## src/rtl/rgb_cmd_sequencer.sv

```systemverilog
`timescale 1ns/1ps
// -----------------------------------------------------------------------------
// rgb_cmd_sequencer
//
// Parses ASCII colour commands arriving byte-by-byte from the UART receiver
// and updates the three 8-bit duty registers feeding the RGB PWM stage.
//
// Frame format:  <chan> <hex hi> <hex lo> CR
//   chan   : 'R' red, 'G' green, 'B' blue, 'W' all three (uppercase only)
//   hex    : '0'-'9', 'A'-'F', 'a'-'f'
//   LF     : ignored everywhere (no state change, does not restart the
//            idle timer)
//
// Every completed frame answers 'K' (0x4B); every rejected frame answers
// '?' (0x3F) and pulses cmd_err. A frame left idle for TIMEOUT_CYCLES-1
// clocks after its last accepted byte is abandoned silently with a timeout
// pulse.
//
// Ports:
//   clk       in   system clock, rising edge
//   rst       in   asynchronous active-high reset
//   rx_valid  in   single-cycle strobe, rx_data holds a received byte
//   rx_data   in   [7:0] received byte
//   tx_ready  in   UART TX accepts a byte this cycle
//   tx_valid  out  acknowledge byte offered on tx_data
//   tx_data   out  [7:0] acknowledge byte ('K' or '?')
//   duty_r    out  [7:0] red duty register
//   duty_g    out  [7:0] green duty register
//   duty_b    out  [7:0] blue duty register
//   cmd_err   out  one-cycle pulse when a frame is rejected
//   timeout   out  one-cycle pulse when a partial frame is abandoned
//
// TX handshake: tx_valid rises on entry to ACK and tx_data stays constant
// while tx_valid is high. The byte transfers at the first rising edge with
// tx_valid && tx_ready; tx_valid drops after that edge and the parser is back
// in IDLE on the same edge. Received bytes seen while in ACK are discarded.
// -----------------------------------------------------------------------------
module rgb_cmd_sequencer #(
    parameter int TIMEOUT_CYCLES = 1000000
) (
    input  logic       clk,
    input  logic       rst,
    input  logic       rx_valid,
    input  logic [7:0] rx_data,
    input  logic       tx_ready,
    output logic       tx_valid,
    output logic [7:0] tx_data,
    output logic [7:0] duty_r,
    output logic [7:0] duty_g,
    output logic [7:0] duty_b,
    output logic       cmd_err,
    output logic       timeout
);

    // Counter only has to reach TIMEOUT_CYCLES-2; the expiry decision is
    // taken on the clock that would move it to TIMEOUT_CYCLES-1.
    localparam int CNT_W = (TIMEOUT_CYCLES > 2) ? $clog2(TIMEOUT_CYCLES) : 1;
    localparam logic [CNT_W-1:0] CNT_LAST = CNT_W'(TIMEOUT_CYCLES - 2);

    localparam logic [7:0] CHR_LF  = 8'h0A;
    localparam logic [7:0] CHR_CR  = 8'h0D;
    localparam logic [7:0] CHR_R   = 8'h52;
    localparam logic [7:0] CHR_G   = 8'h47;
    localparam logic [7:0] CHR_B   = 8'h42;
    localparam logic [7:0] CHR_W   = 8'h57;
    localparam logic [7:0] ACK_OK  = 8'h4B;
    localparam logic [7:0] ACK_NAK = 8'h3F;

    typedef enum logic [2:0] {
        ST_IDLE = 3'd0,
        ST_HI   = 3'd1,
        ST_LO   = 3'd2,
        ST_TERM = 3'd3,
        ST_ACK  = 3'd4
    } state_t;

    typedef enum logic [1:0] {
        CH_R = 2'd0,
        CH_G = 2'd1,
        CH_B = 2'd2,
        CH_W = 2'd3
    } chan_t;

    // ------------------------------------------------------------------
    // Registers
    // ------------------------------------------------------------------
    state_t           state;
    state_t           state_nxt;
    chan_t            chan;
    logic [3:0]       hi_nib;
    logic [3:0]       lo_nib;
    logic [CNT_W-1:0] idle_cnt;

    // ------------------------------------------------------------------
    // Byte classification
    // ------------------------------------------------------------------
    logic       rx_lf;
    logic       rx_byte;      // a received byte that the parser must act on
    logic       chan_ok;
    chan_t      chan_dec;
    logic       hex_ok;
    logic [3:0] hex_nib;

    assign rx_lf   = rx_valid && (rx_data == CHR_LF);
    assign rx_byte = rx_valid && !rx_lf;

    always_comb begin
        chan_ok  = 1'b1;
        chan_dec = CH_R;
        unique case (rx_data)
            CHR_R:   chan_dec = CH_R;
            CHR_G:   chan_dec = CH_G;
            CHR_B:   chan_dec = CH_B;
            CHR_W:   chan_dec = CH_W;
            default: chan_ok  = 1'b0;
        endcase
    end

    always_comb begin
        hex_ok  = 1'b1;
        hex_nib = 4'h0;
        if (rx_data >= 8'h30 && rx_data <= 8'h39) begin
            hex_nib = rx_data[3:0];
        end else if (rx_data >= 8'h41 && rx_data <= 8'h46) begin
            hex_nib = 4'(rx_data - 8'h37);
        end else if (rx_data >= 8'h61 && rx_data <= 8'h66) begin
            hex_nib = 4'(rx_data - 8'h57);
        end else begin
            hex_ok  = 1'b0;
        end
    end

    // ------------------------------------------------------------------
    // Next-state / control decode
    // ------------------------------------------------------------------
    logic       in_frame;
    logic       cnt_last;
    logic       reject;
    logic       ld_chan;
    logic       ld_hi;
    logic       ld_lo;
    logic       wr_duty;
    logic       ack_load;
    logic [7:0] ack_byte;
    logic       err_set;
    logic       to_set;
    logic       cnt_clr;
    logic       cnt_inc;

    assign in_frame = (state == ST_HI) || (state == ST_LO) || (state == ST_TERM);
    assign cnt_last = (idle_cnt == CNT_LAST);

    always_comb begin
        state_nxt = state;
        reject    = 1'b0;
        ld_chan   = 1'b0;
        ld_hi     = 1'b0;
        ld_lo     = 1'b0;
        wr_duty   = 1'b0;
        ack_load  = 1'b0;
        ack_byte  = 8'h00;
        err_set   = 1'b0;
        to_set    = 1'b0;
        cnt_clr   = 1'b0;
        cnt_inc   = 1'b0;

        unique case (state)
            ST_IDLE: begin
                if (rx_byte) begin
                    if (chan_ok) begin
                        ld_chan   = 1'b1;
                        cnt_clr   = 1'b1;
                        state_nxt = ST_HI;
                    end else begin
                        reject = 1'b1;
                    end
                end
            end
            ST_HI: begin
                if (rx_byte) begin
                    if (hex_ok) begin
                        ld_hi     = 1'b1;
                        cnt_clr   = 1'b1;
                        state_nxt = ST_LO;
                    end else begin
                        reject = 1'b1;
                    end
                end
            end
            ST_LO: begin
                if (rx_byte) begin
                    if (hex_ok) begin
                        ld_lo     = 1'b1;
                        cnt_clr   = 1'b1;
                        state_nxt = ST_TERM;
                    end else begin
                        reject = 1'b1;
                    end
                end
            end
            ST_TERM: begin
                if (rx_byte) begin
                    if (rx_data == CHR_CR) begin
                        wr_duty   = 1'b1;
                        ack_load  = 1'b1;
                        ack_byte  = ACK_OK;
                        state_nxt = ST_ACK;
                    end else begin
                        reject = 1'b1;
                    end
                end
            end
            ST_ACK: begin
                // rx bytes are intentionally ignored here
                if (tx_ready) begin
                    state_nxt = ST_IDLE;
                end
            end
            default: begin
                state_nxt = ST_IDLE;
            end
        endcase

        // Idle timer: any clock inside a frame without an acted-on byte
        // (including LF-only clocks) ages the frame. An arriving byte on the
        // expiry clock takes priority because this path needs !rx_byte.
        if (in_frame && !rx_byte) begin
            if (cnt_last) begin
                to_set    = 1'b1;
                state_nxt = ST_IDLE;
            end else begin
                cnt_inc = 1'b1;
            end
        end

        if (reject) begin
            ack_load  = 1'b1;
            ack_byte  = ACK_NAK;
            err_set   = 1'b1;
            state_nxt = ST_ACK;
        end
    end

    // ------------------------------------------------------------------
    // State register
    // ------------------------------------------------------------------
    always_ff @(posedge clk or posedge rst) begin
        if (rst) begin
            state <= ST_IDLE;
        end else begin
            state <= state_nxt;
        end
    end

    // ------------------------------------------------------------------
    // Datapath registers
    // ------------------------------------------------------------------
    always_ff @(posedge clk or posedge rst) begin
        if (rst) begin
            chan     <= CH_R;
            hi_nib   <= 4'h0;
            lo_nib   <= 4'h0;
            idle_cnt <= '0;
            tx_data  <= 8'h00;
            cmd_err  <= 1'b0;
            timeout  <= 1'b0;
        end else begin
            cmd_err <= err_set;
            timeout <= to_set;
            if (ld_chan) begin
                chan <= chan_dec;
            end
            if (ld_hi) begin
                hi_nib <= hex_nib;
            end
            if (ld_lo) begin
                lo_nib <= hex_nib;
            end
            if (cnt_clr) begin
                idle_cnt <= '0;
            end else if (cnt_inc) begin
                idle_cnt <= idle_cnt + CNT_W'(1);
            end
            if (ack_load) begin
                tx_data <= ack_byte;
            end
        end
    end

    // Duty registers change only on a CR that completes a well-formed frame.
    always_ff @(posedge clk or posedge rst) begin
        if (rst) begin
            duty_r <= 8'h00;
            duty_g <= 8'h00;
            duty_b <= 8'h00;
        end else if (wr_duty) begin
            if (chan == CH_R || chan == CH_W) begin
                duty_r <= {hi_nib, lo_nib};
            end
            if (chan == CH_G || chan == CH_W) begin
                duty_g <= {hi_nib, lo_nib};
            end
            if (chan == CH_B || chan == CH_W) begin
                duty_b <= {hi_nib, lo_nib};
            end
        end
    end

    assign tx_valid = (state == ST_ACK);

endmodule

```

## config.mk

```make
export PLATFORM = sky130hd
export DESIGN_NAME = rgb_cmd_sequencer
export DESIGN_NICKNAME = d
export VERILOG_FILES = /design/src/rtl/rgb_cmd_sequencer.sv
export SDC_FILE = /design/constraint.sdc
export NUM_CORES = 1
export LEC_CHECK = 0
export ABC_CLOCK_PERIOD_IN_PS = 2150
export CAP_MARGIN = 10
export CORE_ASPECT_RATIO = 0.8
export CORE_MARGIN = 3
export CORE_UTILIZATION = 49
export DETAILED_ROUTE_END_ITERATION = 10
export PLACE_DENSITY = 0.76
export SLEW_MARGIN = 10
export SYNTH_ARGS = -nofsm -noshare
export SYNTH_HDL_FRONTEND = slang
export SYNTH_SLANG_ARGS = --single-unit
```

## constraint.sdc

```tcl
create_clock -name clk -period 2.15 [get_ports clk]
set_input_delay 0.5375 -clock clk [delete_from_list [all_inputs] [get_ports clk]]
set_output_delay 0.5375 -clock clk [all_outputs]
set_load 0.01 [all_outputs]
```

**Word level (Yosys, flattened, before mapping)**

Cells that the tools add are included.

- Memory bits (read-only): 0
- Input port bits: 12
- Memory bits (writable): 0
- Bits in latches: 0
- Memories kept: 0
- Bits in registers: 67
- Word-level logic and storage cells: 106

- Add/sub/neg operators: 3
- Equal/unequal tests: 14
- Reduce and logical (&&, ||, !) cells: 21
- Bitwise gates (word level): 0
- Div/mod/pow operators: 0
- Mux-type cells: 51
- Order comparisons: 6
- Multipliers: 0
- Shift-type cells: 0

Operators by type and width:

| operator | count |
|---|---|
| 20-bit two-way mux | 2 |
| 3-bit two-way mux | 12 |
| 8-bit by 7-bit == test with 1-bit output, second input constant | 4 |
| 1-bit two-way mux | 26 |
| 7-bit two-way mux | 3 |
| 20-bit by 1-bit adder with 20-bit output, second input constant | 1 |
| 20-bit == test, second input constant | 1 |
| 8-bit by 4-bit == test with 1-bit output, second input constant | 2 |
| 8-bit by 7-bit >= comparator with 1-bit output, second input constant | 2 |
| 8-bit by 7-bit less-or-equal comparator with 1-bit output, second input constant | 2 |
| 3-bit one-hot mux with 5 select lines | 1 |
| 4-bit two-way mux | 3 |
| 8-bit by 6-bit >= comparator with 1-bit output, second input constant | 1 |
| 8-bit by 6-bit less-or-equal comparator with 1-bit output, second input constant | 1 |
| 8-bit two-way mux | 1 |
| 4-bit by 3-bit subtractor with 4-bit output, second input constant | 2 |
| 3-bit by 2-bit == test with 1-bit output, second input constant | 2 |
| 1-bit logical AND | 6 |
| 2-bit one-hot mux with 3 select lines | 1 |
| 2-bit AND reduction | 3 |
| 1-bit logical OR | 5 |
| 2-bit == test, second input constant | 2 |
| 4-bit OR reduction | 1 |
| 3-bit by 1-bit == test with 1-bit output, second input constant | 1 |
| 9 further kinds | 10 |

**Logic depth before layout (Yosys ltp)**

- Depth in word-level cells: 11
- Mapped depth: 9
- Depth with buffers taken out: 7

**Worst setup path after synthesis**

No wires, ideal clock.

- Path type: in2reg
- Start: input port rx_data[5]
- End: register duty_b[0]
- Arrival time: 2421 ps
- Required time: 2025 ps
- Path slack: -396 ps
- Library setup time: 125 ps
- Stages: 6
- Path buffers: 1
- Path through: or4b_4 > or3_1 > nor3_4 > o21a_1 > buf_2 > mux2_2

- Longest elaborated chain between the ends: 7
- Elaborated cells between the ends (all ways): 9

RTL lines:

| element | RTL line | source |
|---|---|---|
| start, declared | 44 | `input logic [7:0] rx_data,` |
| 8-bit by 4-bit == test with 1-bit output | 104 | `assign rx_lf = rx_valid && (rx_data == CHR_LF);` |
| 1-bit logical AND | 104 |  |
| 1-bit zero test | 105 | `assign rx_byte = rx_valid && !rx_lf;` |
| 1-bit logical AND | 105 |  |
| 1-bit two-way mux * | 202 | `if (rx_byte) begin` |
| 1-bit two-way mux * | 167 | `unique case (state)` |
| 2-bit AND reduction (no source line) * | - |  |
| end signal, assigned | 304 | `duty_b <= {hi_nib, lo_nib};` |
| end, declared | 50 | `output logic [7:0] duty_b,` |

Mark *: on every way between the ends. The rest lies on a longest branch, timed or not.
A chain may end at the register's enable or synchronous reset.

**Final worst setup path**

- Start: input port rx_data[5]
- End: register idle_cnt[17]

- Longest elaborated chain between the ends: 9
- Elaborated cells between the ends (all ways): 32

RTL lines:

| element | RTL line | source |
|---|---|---|
| 8-bit by 7-bit >= comparator with 1-bit output or 8-bit by 7-bit less-or-equal comparator with 1-bit output (tied branches) | 126 | `end else if (rx_data >= 8'h61 && rx_data <= 8'h66) begin` |
| 1-bit logical AND | 126 |  |
| 1-bit two-way mux | 126 |  |
| 1-bit two-way mux | 124 | `end else if (rx_data >= 8'h41 && rx_data <= 8'h46) begin` |
| 1-bit two-way mux | 122 | `if (rx_data >= 8'h30 && rx_data <= 8'h39) begin` |
| 1-bit two-way mux | 181, 192 |  |
| 1-bit two-way mux | 180 | `if (rx_byte) begin` |
| 1-bit one-hot mux with 2 select lines | 167 |  |
| 20-bit two-way mux or 2-bit nonzero test (tied branches) | - |  |
| end signal, assigned | 282 | `idle_cnt <= idle_cnt + CNT_W'(1);` |
| end, declared | 92 | `logic [CNT_W-1:0] idle_cnt;` |

Parallel ways exist; a longest one is shown, timed or not.

==> qor.yml <==
synthesis:
  synth_enable_flop_cells: 0
  syn-cell-area_um2: 3170
  syn_nets: 312
  async_flop_share_pct: 100
  synth-main-ff-cell: "dfrtp_1"
  postSynthAreaPerCell_um2: 10.9
  ys_ff_latch: 62
  postSynthCellCount: 291
  synth-seq-area-share_pct: 48.9
  netlist-cell-type-count: 55
  yosys_warnings: 0
power_and_ir_drop:
  p_total_w: 0.00275
  p_int_w: 0.00211
  p_sw_w: 0.000636
  clkPwrFrac_pct: 44.8
  p_leak_nw: 2.06
  pwr-share-seq_pct: 45.2
  comb_power_share_pct: 10.1
  swShare_pct: 23.1
  vdd_drop_max_v: 0.000392
  powerDensity_nw_per_um2: 587
cts:
  cts_made_buffers: 9
  clockBufferDepth: 2
  clk_pin_slew_ns: 0.06
  cts_tree: "built"
  root_buffer: "clkbuf_8"
  htree_levels: 3
  hold_buffers: 0
  cts.sinks: 62
  clk_latency_ns: 0.34
timing:
  finalMaxSlewViolations: 0
  grt_setup_unrepaired: "yes"
  fin_skew_ns: 0.00469
  fin_crit_ns: 2.31
  finalCritPeriodShare_pct: 108
  setup_ws_ns: -0.165
  fmax_mhz: 432
  hold_violations: 0
  slew_headroom_pct: 59.6
  finalSetupViolCount: 32
  worst-slew-pin-transition_ns: 0.605
placed_design:
  place.port_buffers: 45
  placed_cell_area_um2: 4050
  dp_hpwl_mm: 5.32
  place_congestion: 0.867
  dp_slack_ns: -0.812
routing:
  drcViolationCount: 0
  first_iter_violations: 329
  dr.pass1.iters: 5
  ant_nets: 0
  via_per_inst: 6.29
  vias: 2932
  drt-total-wl_mm: 9.53
  wl_per_cell_um: 20.4
floorplan:
  die_h_um: 78.0
  boundaryPins: 47
  core_um2: 6100
  die_w_um: 96.0
  rows: 25
  initial_utilization_pct: 52.0
  die_area_um2: 7490
setup_path:
  start_kind: "input port"
  path_max_fanout: 9
  end_kind: "flop"
  r2r_cells: 7
  reg2reg_setup_slack_ns: -0.11
  r2r-start: "idle_cnt[1]"
  cpMaxStageDelayCell: "or4b_4"
  arrival_ns: 2.56
  critPathRequiredTime_ns: 2.39
  crit_path_cell_trace: "buf_8 -> or4b_4 -> buf_6 -> o31ai_4 -> buf_4 -> or3_4 -> o31ai_4 -> buf_4 -> clkbuf_16 -> a21oi_1"
  path_class: "input port to flop"
  r2r-end: "idle_cnt[17]"
  slowest_delay_ns: 0.54
min_path:
  hold_path_end: "duty_r[7]"
  holdPathStages: 1
  min_from: "duty_r[7]"
  hold_class: "flop to flop"
run_status:
  status: "complete, but fails checks"
  violations: "negative setup slack"
grt:
  grt_pass1_vias: 2736
  antenna_found_initial: 0
  grt_usage_pct: 24.8
  grt_pass1_wl_mm: 14.3
  grt_max_degree: 63
  grt_overflow: 0
layout:
  final_cell_mix: "59 x dfrtp_1, 37 x buf_4, 36 x clkdlybuf4s50_1"
  multiInputGateArea_um2: 1810
  stdcell_area_um2: 4680
  n_fill_cell: 368
  antenna_cells: 0
  final_common_cell: "dfrtp_1"
  syn2layout_area_growth_pct: 47.6
  num-nets-final: 402
  drive_above_1_share_pct: 39.0
  ff_latch_area_um2: 1560
run:
  max_cap_viol_count: 0
[Yosys cell counts (2+ instances only)]
library cell	count	area, um2
nor3b_1	3	22.5
xnor2_1	5	43.8
o21bai_1	2	15.0
buf_2	5	25.0
o211a_1	2	20.0
o21ai_0	6	30.0
nor3_1	7	35.0
and3_1	4	25.0
buf_4	5	37.5
clkbuf_1	4	15.0
nor2_1	20	75.1
xor2_1	5	43.8
o31ai_1	11	82.6
or4_1	12	90.1
nand4_1	9	56.3
a31oi_1	2	12.5
a21oi_1	17	85.1
ha_1	9	113
nand2_1	13	48.8
or3_1	8	50.1
nor4_1	2	12.5
dfrtp_1	62	1550
inv_1	11	41.3
nand3_1	7	35.0
mux2_2	29	327
o21a_1	2	15.0
[power by group through the flow]
stage	registers [W]	logic (W)	clock network (W)
3_5_place_dp	0.00125	0.000220	0
3_3_place_gp	0.00125	0.000214	0
6_report	0.00124	0.000277	0.00123
5_1_grt	0.00124	0.000297	0.00131
4_1_cts	0.00123	0.000247	0.00125
2_1_floorplan	0.00124	0.000118	0
[per-stage QoR]
stage          std cells  setup TNS [ns]  utilization (%)  hold slack [ns]
5_1_grt              466           -3.63             76.8            0.522
3_5_place_dp         439          -45.63             66.4            0.492
6_report             466           -1.54             76.8            0.504
3_3_place_gp         439          -43.76             66.4            0.491
2_1_floorplan        291          -10.84                -            0.497
4_1_cts              458           -1.59             73.5            0.507
[layout make-up]
| cell class | count | area share [%] |
|---|---|---|
| clock buffers | 11 | 3.02 |
| clock inverters | 4 | 2.03 |
| inverters | 11 | 0.881 |
| multi-input cells | 202 | 38.7 |
| flip-flops and latches | 62 | 33.2 |
| well taps | 81 | 2.16 |
| repair buffers | 95 | 20.0 |
[state kept, by name, indices dropped and copies added, names as in the netlist]
signal    flops
chan          2
cmd_err       1
duty_b        8
duty_g        8
duty_r        8
hi_nib        4
idle_cnt     20
lo_nib        4
state         3
timeout       1
tx_data       3
[cells by family (layout without fill, tap and decap cells)]
logic type / Yosys count / after routing / synth area share [%]
buf+inv: 27 / 121 / 4.26
simple gates: 99 / 99 / 18.1
mux: 29 / 29 / 10.3
compound gates: 54 / 54 / 12.1
other cells: 1 / 1 / 0.118
flops: 62 / 62 / 48.9
fa+ha+maj: 9 / 9 / 3.55
xor+xnor: 10 / 10 / 2.76
[what timing repair did]
| item | CTS | global route |
|---|---|---|
| setup endpoints to repair | 62 | 58 |
| gates cloned | 1 | 3 |
| resized for setup | 61 | 37 |
| pin swaps | 11 | 9 |
| buffers inserted | 4 | 6 |
| endpoints found under the hold margin | 0 | 0 |
[metal layers]
metal	global-route usage (%)	part of all wire, %	vias up
met4	6.25	3.7	0
li1	-	-	1255
met3	5.72	10	54
met5	0	0	-
met2	37.9	44	215
met1	35.4	43	1408
[worst max-delay path, delay by kind of cell]
kind | cells | cell delay [ns]
AOI/OAI and AO/OA | 3 | 0.50
buffers and inverters | 5 | 0.80
and+or+nand+nor | 2 | 0.71
[worst max path at each step]
stage	start	end	slack, ns	cells past startpoint
after global placement	rx_data[0]	state[0]	-0.78	9
final	rx_data[5]	idle_cnt[17]	-0.16	10
after detailed placement	rx_data[6]	duty_g[7]	-0.81	7
after floorplan	rx_data[6]	idle_cnt[12]	-0.25	6
after CTS	rx_data[5]	duty_g[0]	-0.09	7
after global routing	rx_data[5]	idle_cnt[17]	-0.23	9
Note: power is estimated with default switching activity, not from simulation.
